--- config.mk ---
export PLATFORM = sky130hd
export DESIGN_NAME = run_sequencer
export DESIGN_NICKNAME = d
export VERILOG_FILES = /design/src/rtl/run_sequencer.sv
export SDC_FILE = /design/constraint.sdc
export NUM_CORES = 1
export LEC_CHECK = 0
export ABC_AREA = 1
export CORE_AREA = 4 4 69 84
export DETAILED_ROUTE_END_ITERATION = 8
export DIE_AREA = 0 0 73 88
export HOLD_SLACK_MARGIN = 0.1
export PLACE_DENSITY = 0.86
export SLEW_MARGIN = 30
export SYNTH_ARGS = -nofsm -noshare
export SYNTH_HDL_FRONTEND = slang
export SYNTH_SLANG_ARGS = --single-unit
--- constraint.sdc ---
create_clock -name clk -period 2.43 [get_ports clk]
set_clock_uncertainty 0.15 [all_clocks]
set_input_delay 0.486 -clock clk [delete_from_list [all_inputs] [get_ports clk]]
set_output_delay 0.486 -clock clk [all_outputs]
set_load 0.02 [all_outputs]
--- src/rtl/run_sequencer.sv ---
// run_sequencer
// Runs up to three processor programs in a row. A go request with a nonzero
// prog_mask latches the mask. The block then launches each selected program
// in ascending order. A launch pulses start_out for START_CYCLES cycles and
// then waits for done_in. Each completion is reported with result_valid,
// last_prog and cycle_count. A WAIT phase that reaches TIMEOUT cycles aborts
// the whole sequence and sets the sticky timeout_err flag.
//
// Parameters
//   START_CYCLES  cycles start_out is held high per launch (1..15)
//   TIMEOUT       maximum WAIT cycles per program before abort (1..65535)
// Ports
//   clk           rising-edge clock
//   reset         synchronous, active-low reset
//   go            sequence request (ignored while busy or with prog_mask=0)
//   prog_mask     bit0/1/2 select programs 1/2/3
//   done_in       processor completion level, only observed in WAIT
//   start_out     processor start strobe
//   program_num   program selector to the processor (0 when idle)
//   busy          high from acceptance until back in IDLE
//   result_valid  one-cycle pulse per completed program
//   last_prog     program number of the latest report
//   cycle_count   WAIT-cycle count of the latest report
//   all_done      one-cycle pulse while in FINISH
//   timeout_err   sticky abort flag, cleared by reset or the next accepted go
module run_sequencer #(
    parameter int START_CYCLES = 2,
    parameter int TIMEOUT      = 4096
) (
    input  logic        clk,
    input  logic        reset,
    input  logic        go,
    input  logic [2:0]  prog_mask,
    input  logic        done_in,
    output logic        start_out,
    output logic [1:0]  program_num,
    output logic        busy,
    output logic        result_valid,
    output logic [1:0]  last_prog,
    output logic [15:0] cycle_count,
    output logic        all_done,
    output logic        timeout_err
);

    localparam logic [2:0] ST_IDLE   = 3'd0;
    localparam logic [2:0] ST_START  = 3'd1;
    localparam logic [2:0] ST_WAIT   = 3'd2;
    localparam logic [2:0] ST_NEXT   = 3'd3;
    localparam logic [2:0] ST_FINISH = 3'd4;

    localparam logic [3:0]  START_LAST = 4'(START_CYCLES - 1);
    localparam logic [15:0] TIMEOUT_W  = 16'(TIMEOUT);

    logic [2:0]  state_reg;
    logic [2:0]  mask_reg;
    logic [3:0]  start_cnt_reg;
    logic [15:0] wait_cnt_reg;

    logic [15:0] wait_cnt_next;
    logic [2:0]  mask_next;

    // Program number of the lowest selected bit (0 when nothing is selected).
    function automatic logic [1:0] lowest_prog(input logic [2:0] m);
        if (m[0])
            return 2'd1;
        else if (m[1])
            return 2'd2;
        else if (m[2])
            return 2'd3;
        else
            return 2'd0;
    endfunction

    // Saturating WAIT counter. The value is the number of WAIT cycles
    // including the current one, so it can be reported directly on done.
    always_comb begin
        wait_cnt_next = wait_cnt_reg;
        if (wait_cnt_reg != 16'hFFFF)
            wait_cnt_next = wait_cnt_reg + 16'd1;
    end

    // Remaining mask once the program currently selected has finished.
    genvar gi;
    generate
        for (gi = 0; gi < 3; gi++) begin : g_mask_clear
            assign mask_next[gi] = mask_reg[gi] && (program_num != 2'(gi + 1));
        end
    endgenerate

    always_ff @(posedge clk) begin
        if (!reset) begin
            state_reg     <= ST_IDLE;
            mask_reg      <= 3'd0;
            start_cnt_reg <= 4'd0;
            wait_cnt_reg  <= 16'd0;
            start_out     <= 1'b0;
            program_num   <= 2'd0;
            busy          <= 1'b0;
            result_valid  <= 1'b0;
            last_prog     <= 2'd0;
            cycle_count   <= 16'd0;
            all_done      <= 1'b0;
            timeout_err   <= 1'b0;
        end else begin
            // Single-cycle pulses.
            result_valid <= 1'b0;
            all_done     <= 1'b0;

            case (state_reg)
                ST_IDLE: begin
                    if (go && (prog_mask != 3'd0)) begin
                        mask_reg      <= prog_mask;
                        program_num   <= lowest_prog(prog_mask);
                        timeout_err   <= 1'b0;
                        busy          <= 1'b1;
                        start_out     <= 1'b1;
                        start_cnt_reg <= 4'd0;
                        state_reg     <= ST_START;
                    end
                end

                // start_out is raised on entry, so this state lasts exactly
                // START_CYCLES cycles with the strobe high.
                ST_START: begin
                    if (start_cnt_reg == START_LAST) begin
                        start_out    <= 1'b0;
                        wait_cnt_reg <= 16'd0;
                        state_reg    <= ST_WAIT;
                    end else begin
                        start_cnt_reg <= start_cnt_reg + 4'd1;
                    end
                end

                // done_in is checked before the timeout, so done wins when
                // both happen in the same cycle.
                ST_WAIT: begin
                    if (done_in) begin
                        result_valid <= 1'b1;
                        last_prog    <= program_num;
                        cycle_count  <= wait_cnt_next;
                        mask_reg     <= mask_next;
                        state_reg    <= ST_NEXT;
                    end else if (wait_cnt_next >= TIMEOUT_W) begin
                        timeout_err <= 1'b1;
                        all_done    <= 1'b1;
                        mask_reg    <= 3'd0;
                        state_reg   <= ST_FINISH;
                    end else begin
                        wait_cnt_reg <= wait_cnt_next;
                    end
                end

                ST_NEXT: begin
                    if (mask_reg != 3'd0) begin
                        program_num   <= lowest_prog(mask_reg);
                        start_out     <= 1'b1;
                        start_cnt_reg <= 4'd0;
                        state_reg     <= ST_START;
                    end else begin
                        all_done  <= 1'b1;
                        state_reg <= ST_FINISH;
                    end
                end

                ST_FINISH: begin
                    busy        <= 1'b0;
                    program_num <= 2'd0;
                    state_reg   <= ST_IDLE;
                end

                default: begin
                    state_reg <= ST_IDLE;
                end
            endcase
        end
    end

endmodule

==> results of run 1 <==
## layer usage
layer	vias to the layer above	track usage	share of wire
li1	1314	-	-
met1	1166	0.2449	0.41
met5	-	0	0
met3	8	0.04248	0.049
met4	0	0.06208	0.011
met2	71	0.3718	0.53
## cell usage in the layout (no fill, tap or decap), drive strengths merged, types with 8 or more instances in the layout
cell           count
nor2              63
o21ai             32
a21oi             29
dfxtp             51
nand3             33
inv               59
clkdlybuf4s50     31
nand2             67
nor3              11
clkbuf             8
buf                8
## repair_timing
action                     CTS  global route
resized for setup            0             5
hold buffers                 0             0
setup endpoints to repair    0            16
## worst max path at each step
| stage | from | endpoint | slack [ns] |
|---|---|---|---|
| final | wait_cnt_reg[1] | wait_cnt_reg[4] | 0.14 |
| after detailed placement | wait_cnt_reg[1] | wait_cnt_reg[7] | 0.11 |
| after CTS | wait_cnt_reg[1] | wait_cnt_reg[7] | 0.08 |
| after global placement | done_in | wait_cnt_reg[1] | 0.15 |
| after floorplan | wait_cnt_reg[1] | wait_cnt_reg[5] | 0.41 |
| after global routing | wait_cnt_reg[1] | wait_cnt_reg[0] | -0.009 |
## power by group through the flow
stage | Clock, W | Sequential [W] | Combinational [W]
final | 0.000532 | 0.00119 | 0.00141
after CTS | 0.000544 | 0.00118 | 0.00137
after global routing | 0.000575 | 0.00121 | 0.00158
after detailed placement | 0 | 0.00120 | 0.00136
after global placement | 0 | 0.00120 | 0.00134
after floorplan | 0 | 0.00125 | 0.000904
## area by class of cell
cell class	instances	area, um2
inverter	60	225.2
timing repair buffer	39	370.4
sequential	51	1021
fill	415	1779
tap	60	75.07
clock buffer	8	100.1
multi-input combinational	266	1369
## worst reg2reg max path: stages, from the launching register on
cell and delay (ns):
dfxtp_1 0.40, ha_2 0.25, nand2_1 0.09, nor2_2 0.13, nand2_2 0.10, nor2_2 0.11, nand2_1 0.19, nand3_2 0.17
nor2_4 0.05, nand2_2 0.11, nand2_2 0.09, nand2_4 0.16, nand2_1 0.09, a21oi_2 0.13
## through the flow
stage	instances	setup slack (ns)	hold slack [ns]	area, um2
finish	484	0.1447	0.3158	3161
global route	484	-0.009491	0.3404	3161
global placement	476	0.1511	0.2919	3040
CTS	484	0.08346	0.3179	3141
detailed placement	476	0.1133	0.3012	3040
floorplan	389	0.4112	0.3014	2651
## kinds of logic after synthesis
kind of cell,count (synthesis),synth area share
and+or+nand+nor,184,0.3195
adders and majority gates,3,0.01416
xor gates and xnor gates,8,0.02643
DFF,51,0.3851
buffers and inverters,72,0.1062
AOI/OAI and AO/OA,71,0.1487
==> impl_metrics.yaml, run 1 <==
sta:
  finalSetupViolations: 0
  rsz0062_at_grt: "true"
  max-slew-margin-rel: 0.6638
  fin_crit_ns: 2.285
  slew_viol_final: 0
  hold_viol: 0
  setup_tns_ns: 0
  post-route-period-util: 0.9404
  max_freq_mhz: 437.6
  worstMarginPinSlew_ns: 0.4991
grt:
  grt_pass1_wl_mm: 10.59
  grt_max_degree: 22
  gr-total-overflow: 0
  antenna_found_initial: 0
  grt_pass1_vias: 2393
  track_usage: 0.2071
synth:
  yosysMostFrequentCell: "nand2_1"
  async_flop_share: 0
  synth.ff_latch_count: 51
  synth.top_cell.area_share: 0.3851
  yosys.area.top_type: "dfxtp_1"
  synth_area_um2: 2651
  postSynthAreaPerCell_um2: 6.816
  ys_seq_area_frac: 0.3851
  ys_top_cells_by_area: "dfxtp_1, nand2_1, inv_1, nor2_1, nand3_1"
  synth_top_flop_cell: "dfxtp_1"
  yosys-top-cells-count: "nand2_1, inv_1, nor2_1, dfxtp_1"
  syn_inst: 389
  synth_edf_count: 0
  yosysWarnings: 0
  synth_nets: 399
  ys_types: 36
worst_setup_path:
  regToRegSetupSlack_ns: 0.14
  end_kind: "register"
  crit_type: "reg -> reg"
  r2r-end: "wait_cnt_reg[4]"
  cp.buffers_inverters: 0
  reg2reg_from: "wait_cnt_reg[1]"
  path_cells: "ha_2 > nand2_1 > nor2_2 > nand2_2 > nor2_2 > nand2_1 > nand3_2 > nor2_4 > nand2_2 > nand2_2 > nand2_4 > nand2_1 > a21oi_2"
  cp_max_fo: 15
  cp_slowest_cell: "dfxtp_1"
  cp_num_cells: 13
  worstPathRequired_ns: 2.52
  crit_path_max_incr_delay_ns: 0.40
  cp-start-kind: "register"
  rr_worst_depth: 13
  path_delay_family: "simple AND/OR/NAND/NOR gates"
  crit_arrival_ns: 2.38
min_path:
  hp-start: "timeout_err"
  worst_hold_path.endpoint: "timeout_err"
  hold_depth: 2
  hp-class: "reg -> reg"
floorplan:
  ios: 32
  rows: 28
  start_util: 0.5367
  dieHeight_um: 88
  die_area_um2: 6424
  coreArea_um2: 4940
  die_w_um: 73
cells_and_area:
  antennaDiodeCount: 0
  synthToLayoutAreaGrowth_pct: 19.21
  drive_gt1_frac: 0.1014
  fin_nets: 433
  fin_util: 0.6398
route:
  routedWlPerCell_um: 13.13
  first_pass_iters: 4
  drc_errors: 0
  routed_wl_mm: 6.357
  first_iter_violations: 244
  vias: 2559
  vias_per_cell: 5.287
  antenna_left: 0
pwr:
  p_comb_frac: 0.451
  seqPwrFrac: 0.379
  sw_frac_of_total: 0.4186
  p_clk_frac: 0.170
  p_sw_w: 0.001309
  fin_total_pwr_w: 0.003128
  p_int_w: 0.001818
  powerDensity_nw_per_um2: 989.6
  power_leakage_nw: 1.363
  vdd_drop_max_mv: 0.6584
clocking:
  cts.sinks: 51
  root_buffer: "clkbuf_8"
  tritoncts: "yes"
  cts_buffer_depth: 2
  clkTransAtPathRegs_ns: 0.09
  insertion_delay_ns: 0.30
  cts_made_buffers: 5
  postCtsSetupBuffers: 0
  htree_levels: 2
placement:
  dp_hpwl_mm: 4.854
  port_buffers: 31
  gp_congestion: 0.9553
job:
  cap_violations: 0
status:
  status: "finished, final reports clean"
No activity file was read; power rests on OpenSTA's default activity.
==> run 2, diff against run 1 <==
CORE_AREA = 2 2 67 82   (was 4 4 69 84)
DIE_AREA = 0 0 69 84   (was 0 0 73 88)
==> impl_metrics.yaml, run 2 (synthesis results as in run 1) <==
cells_and_area:
  fin_util: 0.6239
  regArea_um2: 1022
  fin_nets: 438
  final_cell_mix: "nand2_1, inv_1, nor2_1"
  multi_input_area_um2: 1364
  antennaDiodeCount: 0
  drive_gt1_frac: 0.1054
  synthToLayoutAreaGrowth_pct: 19.54
  fill_cells: 459
  final_common_cell: "nand2_1"
  layout.cells.non_filler: 489
floorplan:
  ios: 32
  dieHeight_um: 84
  start_util: 0.5219
  coreArea_um2: 5080
  die_w_um: 69
  rows: 29
  die_area_um2: 5796
worst_setup_path:
  cp.buffers_inverters: 2
  crit_path_max_incr_delay_ns: 0.34
  cp-start-kind: "register"
  worstPathRequired_ns: 2.52
  cp_slowest_cell: "dfxtp_2"
  end_kind: "register"
  path_delay_family: "simple AND/OR/NAND/NOR gates"
  path_cells: "ha_2 > nand2_1 > nor2_2 > nand2_2 > clkinv_1 > nand3_2 > nand3_1 > nor2_2 > nand2_2 > a21boi_4 > buf_4 > nor2_1 > nor2_1"
  crit_arrival_ns: 2.30
  cp_max_fo: 7
  crit_type: "reg -> reg"
route:
  first_pass_iters: 4
  vias_per_cell: 5.276
  routedWlPerCell_um: 12.92
  antenna_left: 0
  routed_wl_mm: 6.320
  first_iter_violations: 145
  drc_errors: 0
  vias: 2580
placement:
  place_ws_ns: 0.04411
  gp_congestion: 0.9405
  dp.cells: 483
  port_buffers: 31
  dp_hpwl_mm: 4.882
clocking:
  cts_buffer_depth: 2
  clkTransAtPathRegs_ns: 0.09
  htree_levels: 2
  postCtsSetupBuffers: 0
  cts.sinks: 51
  hold_buffers: 0
  cts_made_buffers: 5
  ctsResizeCount: 0
  root_buffer: "clkbuf_8"
  insertion_delay_ns: 0.30
  tritoncts: "yes"
grt:
  track_usage: 0.2249
  grt_pass1_wl_mm: 10.75
  gr-total-overflow: 0
  grt_max_degree: 32
  grt_pass1_vias: 2488
  antenna_found_initial: 0
pwr:
  fin_total_pwr_w: 0.003070
  powerDensity_nw_per_um2: 968.6
  power_leakage_nw: 1.374
  vdd_drop_max_mv: 0.6420
sta:
  max_freq_mhz: 452.8
  post-route-period-util: 0.9088
  rsz0062_at_grt: "false"
  fin_crit_ns: 2.208
  worstMarginPinSlew_ns: 0.5300
  finalSetupViolations: 0
  finalWorstSetupSlack_ns: 0.2216
  setup_tns_ns: 0
  max-slew-margin-rel: 0.6429
  hold_viol: 0
  slew_viol_final: 0
status:
  status: "finished, final reports clean"
job:
  cap_violations: 0
min_path:
  hp-class: "reg -> reg"
## run 2: changes by cell type in the layout (fill, tap and decap cells not counted), sizes merged
cell    change
buf         +5
clkbuf      -2
## run 2: layout make-up
cell class / count / share of cell area
clock buffer: 6 / 0.02290
multi-input combinational: 266 / 0.4303
timing repair buffer: 44 / 0.1287
inverter: 60 / 0.07106
sequential: 51 / 0.3225
tap: 62 / 0.02448
## run 2: stage by stage
step,area [um2],hold slack (ns)
finish,3169,0.3108
global route,3169,0.3413
CTS,3153,0.3209
detailed placement,3080,0.3088
global placement,3080,0.3069
floorplan,2651,0.3014
## run 2: tightest hold or removal path: cells and delay by family (launching register included)
family	cells	cell delay, ns
buffers and inverters	1	0.05
DFF	1	0.32
AOI/OAI and AO/OA	1	0.05
## run 2: final timing paths
kind / start / endpoint / slack (ns) / cells after the start
hold / removal: timeout_err / timeout_err / 0.31 / 2
setup / recovery: wait_cnt_reg[0] / wait_cnt_reg[1] / 0.22 / 13
setup reg to reg: wait_cnt_reg[0] / wait_cnt_reg[1] / 0.22 / 13
hold reg to reg: timeout_err / timeout_err / 0.31 / 2
## run 2: layer usage
| metal | track usage | wire, um | part of all wire |
|---|---|---|---|
| met1 | 0.2604 | 2629 | 0.42 |
| met2 | 0.4056 | 3232 | 0.51 |
| met3 | 0.03382 | 286 | 0.045 |
| met4 | 0.09804 | 172 | 0.027 |
| met5 | 0 | 0 | 0 |
## run 2: where the power goes
part | internal [W] | switching, W | leakage [nW]
registers | 0.00102 | 0.000159 | 0.416
clock network | 0.000193 | 0.000259 | 0.0371
logic | 0.000547 | 0.000890 | 0.921
==> RTL change: new RTL, flow settings as in run 2 <==
Change the parameter `TIMEOUT` from 4096 to 2048.
--- a/src/rtl/run_sequencer.sv
+++ b/src/rtl/run_sequencer.sv
@@ -25,7 +25,7 @@
 //   timeout_err   sticky abort flag, cleared by reset or the next accepted go
 module run_sequencer #(
     parameter int START_CYCLES = 2,
-    parameter int TIMEOUT      = 4096
+    parameter int TIMEOUT      = 2048
 ) (
     input  logic        clk,
     input  logic        reset,
Behaviour: no difference found for any inputs over 10 cycles, from zero or initial values and one cycle with reset low; that may be too few to reach the edited logic, so the function may still have changed.
==> RTL change against run 2 <==
Utilization decreased by 0.86 points. Sequential cell count unchanged. Largest cell class unchanged. Cell area decreased by 1.4%. Area after synthesis decreased by 2.7%. Synthesized cell count decreased by 3.6%. First-iteration DRC count increased by 13%. Critical endpoint is now wait_cnt_reg[8]. Worst setup slack got worse by 39 ps. Routed wire length decreased by 0.22%. Count of clock-buffer cells in the layout decreased by 1.
Power is not compared: it rests on default switching activity, and its combinational part moved more than twofold at a synthesized area within 25%.
==> RTL change: results (changes against run 2) <==
stage;metric;value;unit;change
status;status;finished clean;;
logic_synthesis;yosysSeqAreaShare;39.6;%;+1.1 points
logic_synthesis;synth_top_cells_by_area;dfxtp_1, nor2_1, nand2_1;;
layout;n_fill_cell;447;;-2.6%
drt;first_drt_iteration_drcs;164;;+13%
drt;drt_total_wl;6310;um;-0.22%
placement;numPortBuffers;31;;unchanged
drt;pre_antenna_drt_iters;7;;+3
placement;detailedPlacementHpwl;4610;um;-5.5%
logic_synthesis;synthesis.area_per_instance;6.88;um^2;+0.94%
power;vdd_ir_drop_max;0.000490;V;
timing;slew_headroom;63.8;%;-0.45 points
clock_tree;htree_levels;2;;unchanged
grt;grt_use_total;21.9;%;-0.54 points
placement;globalplace.congestion;0.975;;+3.6%
hold_path;hold_removal_path_class;reg -> reg;;
drt;antenna_left;0;;unchanged
critical_path;worst_ep_arrival_time;2310;ps;
clock_tree;cts-buffers-inserted;5;;unchanged
placement;placed_cells;468;;-3.1%
drt;viasPerCell;5.34;;+1.2%
logic_synthesis;synthTopCellsByCount;nor2_1, nand2_1, dfxtp_1;;
hold_path;hold_path.startpoint;timeout_err;;
grt;first_global_vias;2490;;+0.080%
clock_tree;insertion_delay;310;ps;
logic_synthesis;yosysUniqueCellTypes;35;;-2.8%
layout;nNetsFinal;424;;-3.2%
layout;drive_above_1_share;10.6;%;+0.064 points
power;power_switching_share;36.5;%;
grt;maximum_number_of_pins_on_one_net_before_global_route_repair;27;;-16%
clock_tree;cts.path.max_buffers;2;;unchanged
logic_synthesis;yosysWarningCount;0;;unchanged
critical_path;timing.reg2reg.worst_path_depth;15;;+2
clock_tree;clock_tree.root_cell;clkbuf_8;;
critical_path;reg2reg_setup_slack;180;ps;-40 ps
clock_tree;clk_pin_slew;90;ps;about the same
critical_path;crit_fanout;8;;+1
layout;diodes;0;;unchanged
critical_path;setup.worst_path.start;wait_cnt_reg[1];;
grt;grt_pass1_wl;10500;um;-2.0%
layout;final_cell_count_without_fillers;477;;-2.5%
logic_synthesis;synthArstFlopShare;0;%;unchanged
logic_synthesis;synth_nets;385;;-3.5%
hold_path;worstHoldPathCells;2;;unchanged
power;total_leakage_power;1.34;nW;
timing;post-route-period-util;92.5;%;+1.6 points
critical_path;cp-endpoint;wait_cnt_reg[8];;
grt;number_of_antenna_violations_at_the_first_check_in_global_routing;0;;unchanged
placement;place_worst_setup_slack;49.8;ps;+5.66 ps
## RTL change: final cells by class
type | instances | area (um^2) | area share, %
Sequential cell | 51 | 1030 | 32.9
Tap cell | 62 | 77.6 | 2.48
Clock buffer | 5 | 68.8 | 2.20
Timing Repair Buffer | 43 | 400 | 12.8
Inverter | 52 | 198 | 6.33
Multi-Input combinational cell | 261 | 1330 | 42.7
Clock inverter | 3 | 18.8 | 0.600
## RTL change: through the flow
step / area [um^2] / hold WS, ps / power [mW]
after floorplan: 2580 / 300 / 1.50
after global placement: 3000 / 286 / 1.69
after detailed placement: 3000 / 293 / 1.71
after CTS: 3090 / 307 / 2.20
after global routing: 3130 / 338 / 2.35
final: 3130 / 303 / 2.22
## RTL change: critical path, stage by stage, from the launching register on
cell and delay, ps:
dfxtp_4 370, ha_2 190, inv_1 170, nor2_4 60, buf_4 140, nand3_1 80
nand2_1 50, nand2_1 90, inv_1 60, nor2_2 120, nand3_2 130, nand2_4 100
nand2_4 80, buf_4 180, o21ai_1 120, nor2_1 50
## RTL change: power by group through the flow
| stage | Clock [mW] | Sequential (mW) | Combinational [mW] |
|---|---|---|---|
| floorplan | 0 | 1.07 | 0.429 |
| global placement | 0 | 1.05 | 0.646 |
| detailed placement | 0 | 1.05 | 0.662 |
| CTS | 0.504 | 1.03 | 0.667 |
| global route | 0.529 | 1.05 | 0.765 |
| finish | 0.492 | 1.04 | 0.682 |
## RTL change: cells by family (layout without fill, tap and decap cells)
| logic type | count (synthesis) | after routing | share of synthesized area (%) |
|---|---|---|---|
| AND/OR/NAND/NOR | 174 | 174 | 30.4 |
| AO/OA/AOI/OAI | 74 | 74 | 15.5 |
| buffers and inverters | 63 | 103 | 9.65 |
| flip-flops | 51 | 51 | 39.6 |
| XOR/XNOR | 10 | 10 | 3.39 |
| adder cells (fa/ha/maj) | 3 | 3 | 1.46 |
## RTL change: repair_timing
item,4_1_cts,5_1_grt
resized for setup,0,12
buffers inserted,0,1
setup endpoints to repair,0,19
## RTL change: worst min-delay path by stage
stage / endpoint / slack (ps)
after floorplan: wait_cnt_reg[14] / 300
after global placement: timeout_err / 290
after detailed placement: timeout_err / 290
after CTS: timeout_err / 310
after global routing: timeout_err / 340
final: timeout_err / 300
## RTL change: metal layers
| metal | vias to the layer above | share of wire, % | track usage, % |
|---|---|---|---|
| li1 | 1288 | - | - |
| met1 | 1152 | 40 | 23.6 |
| met2 | 83 | 51 | 38.6 |
| met3 | 24 | 5.1 | 4.23 |
| met4 | 0 | 3.8 | 14.3 |
| met5 | - | 0 | 0 |
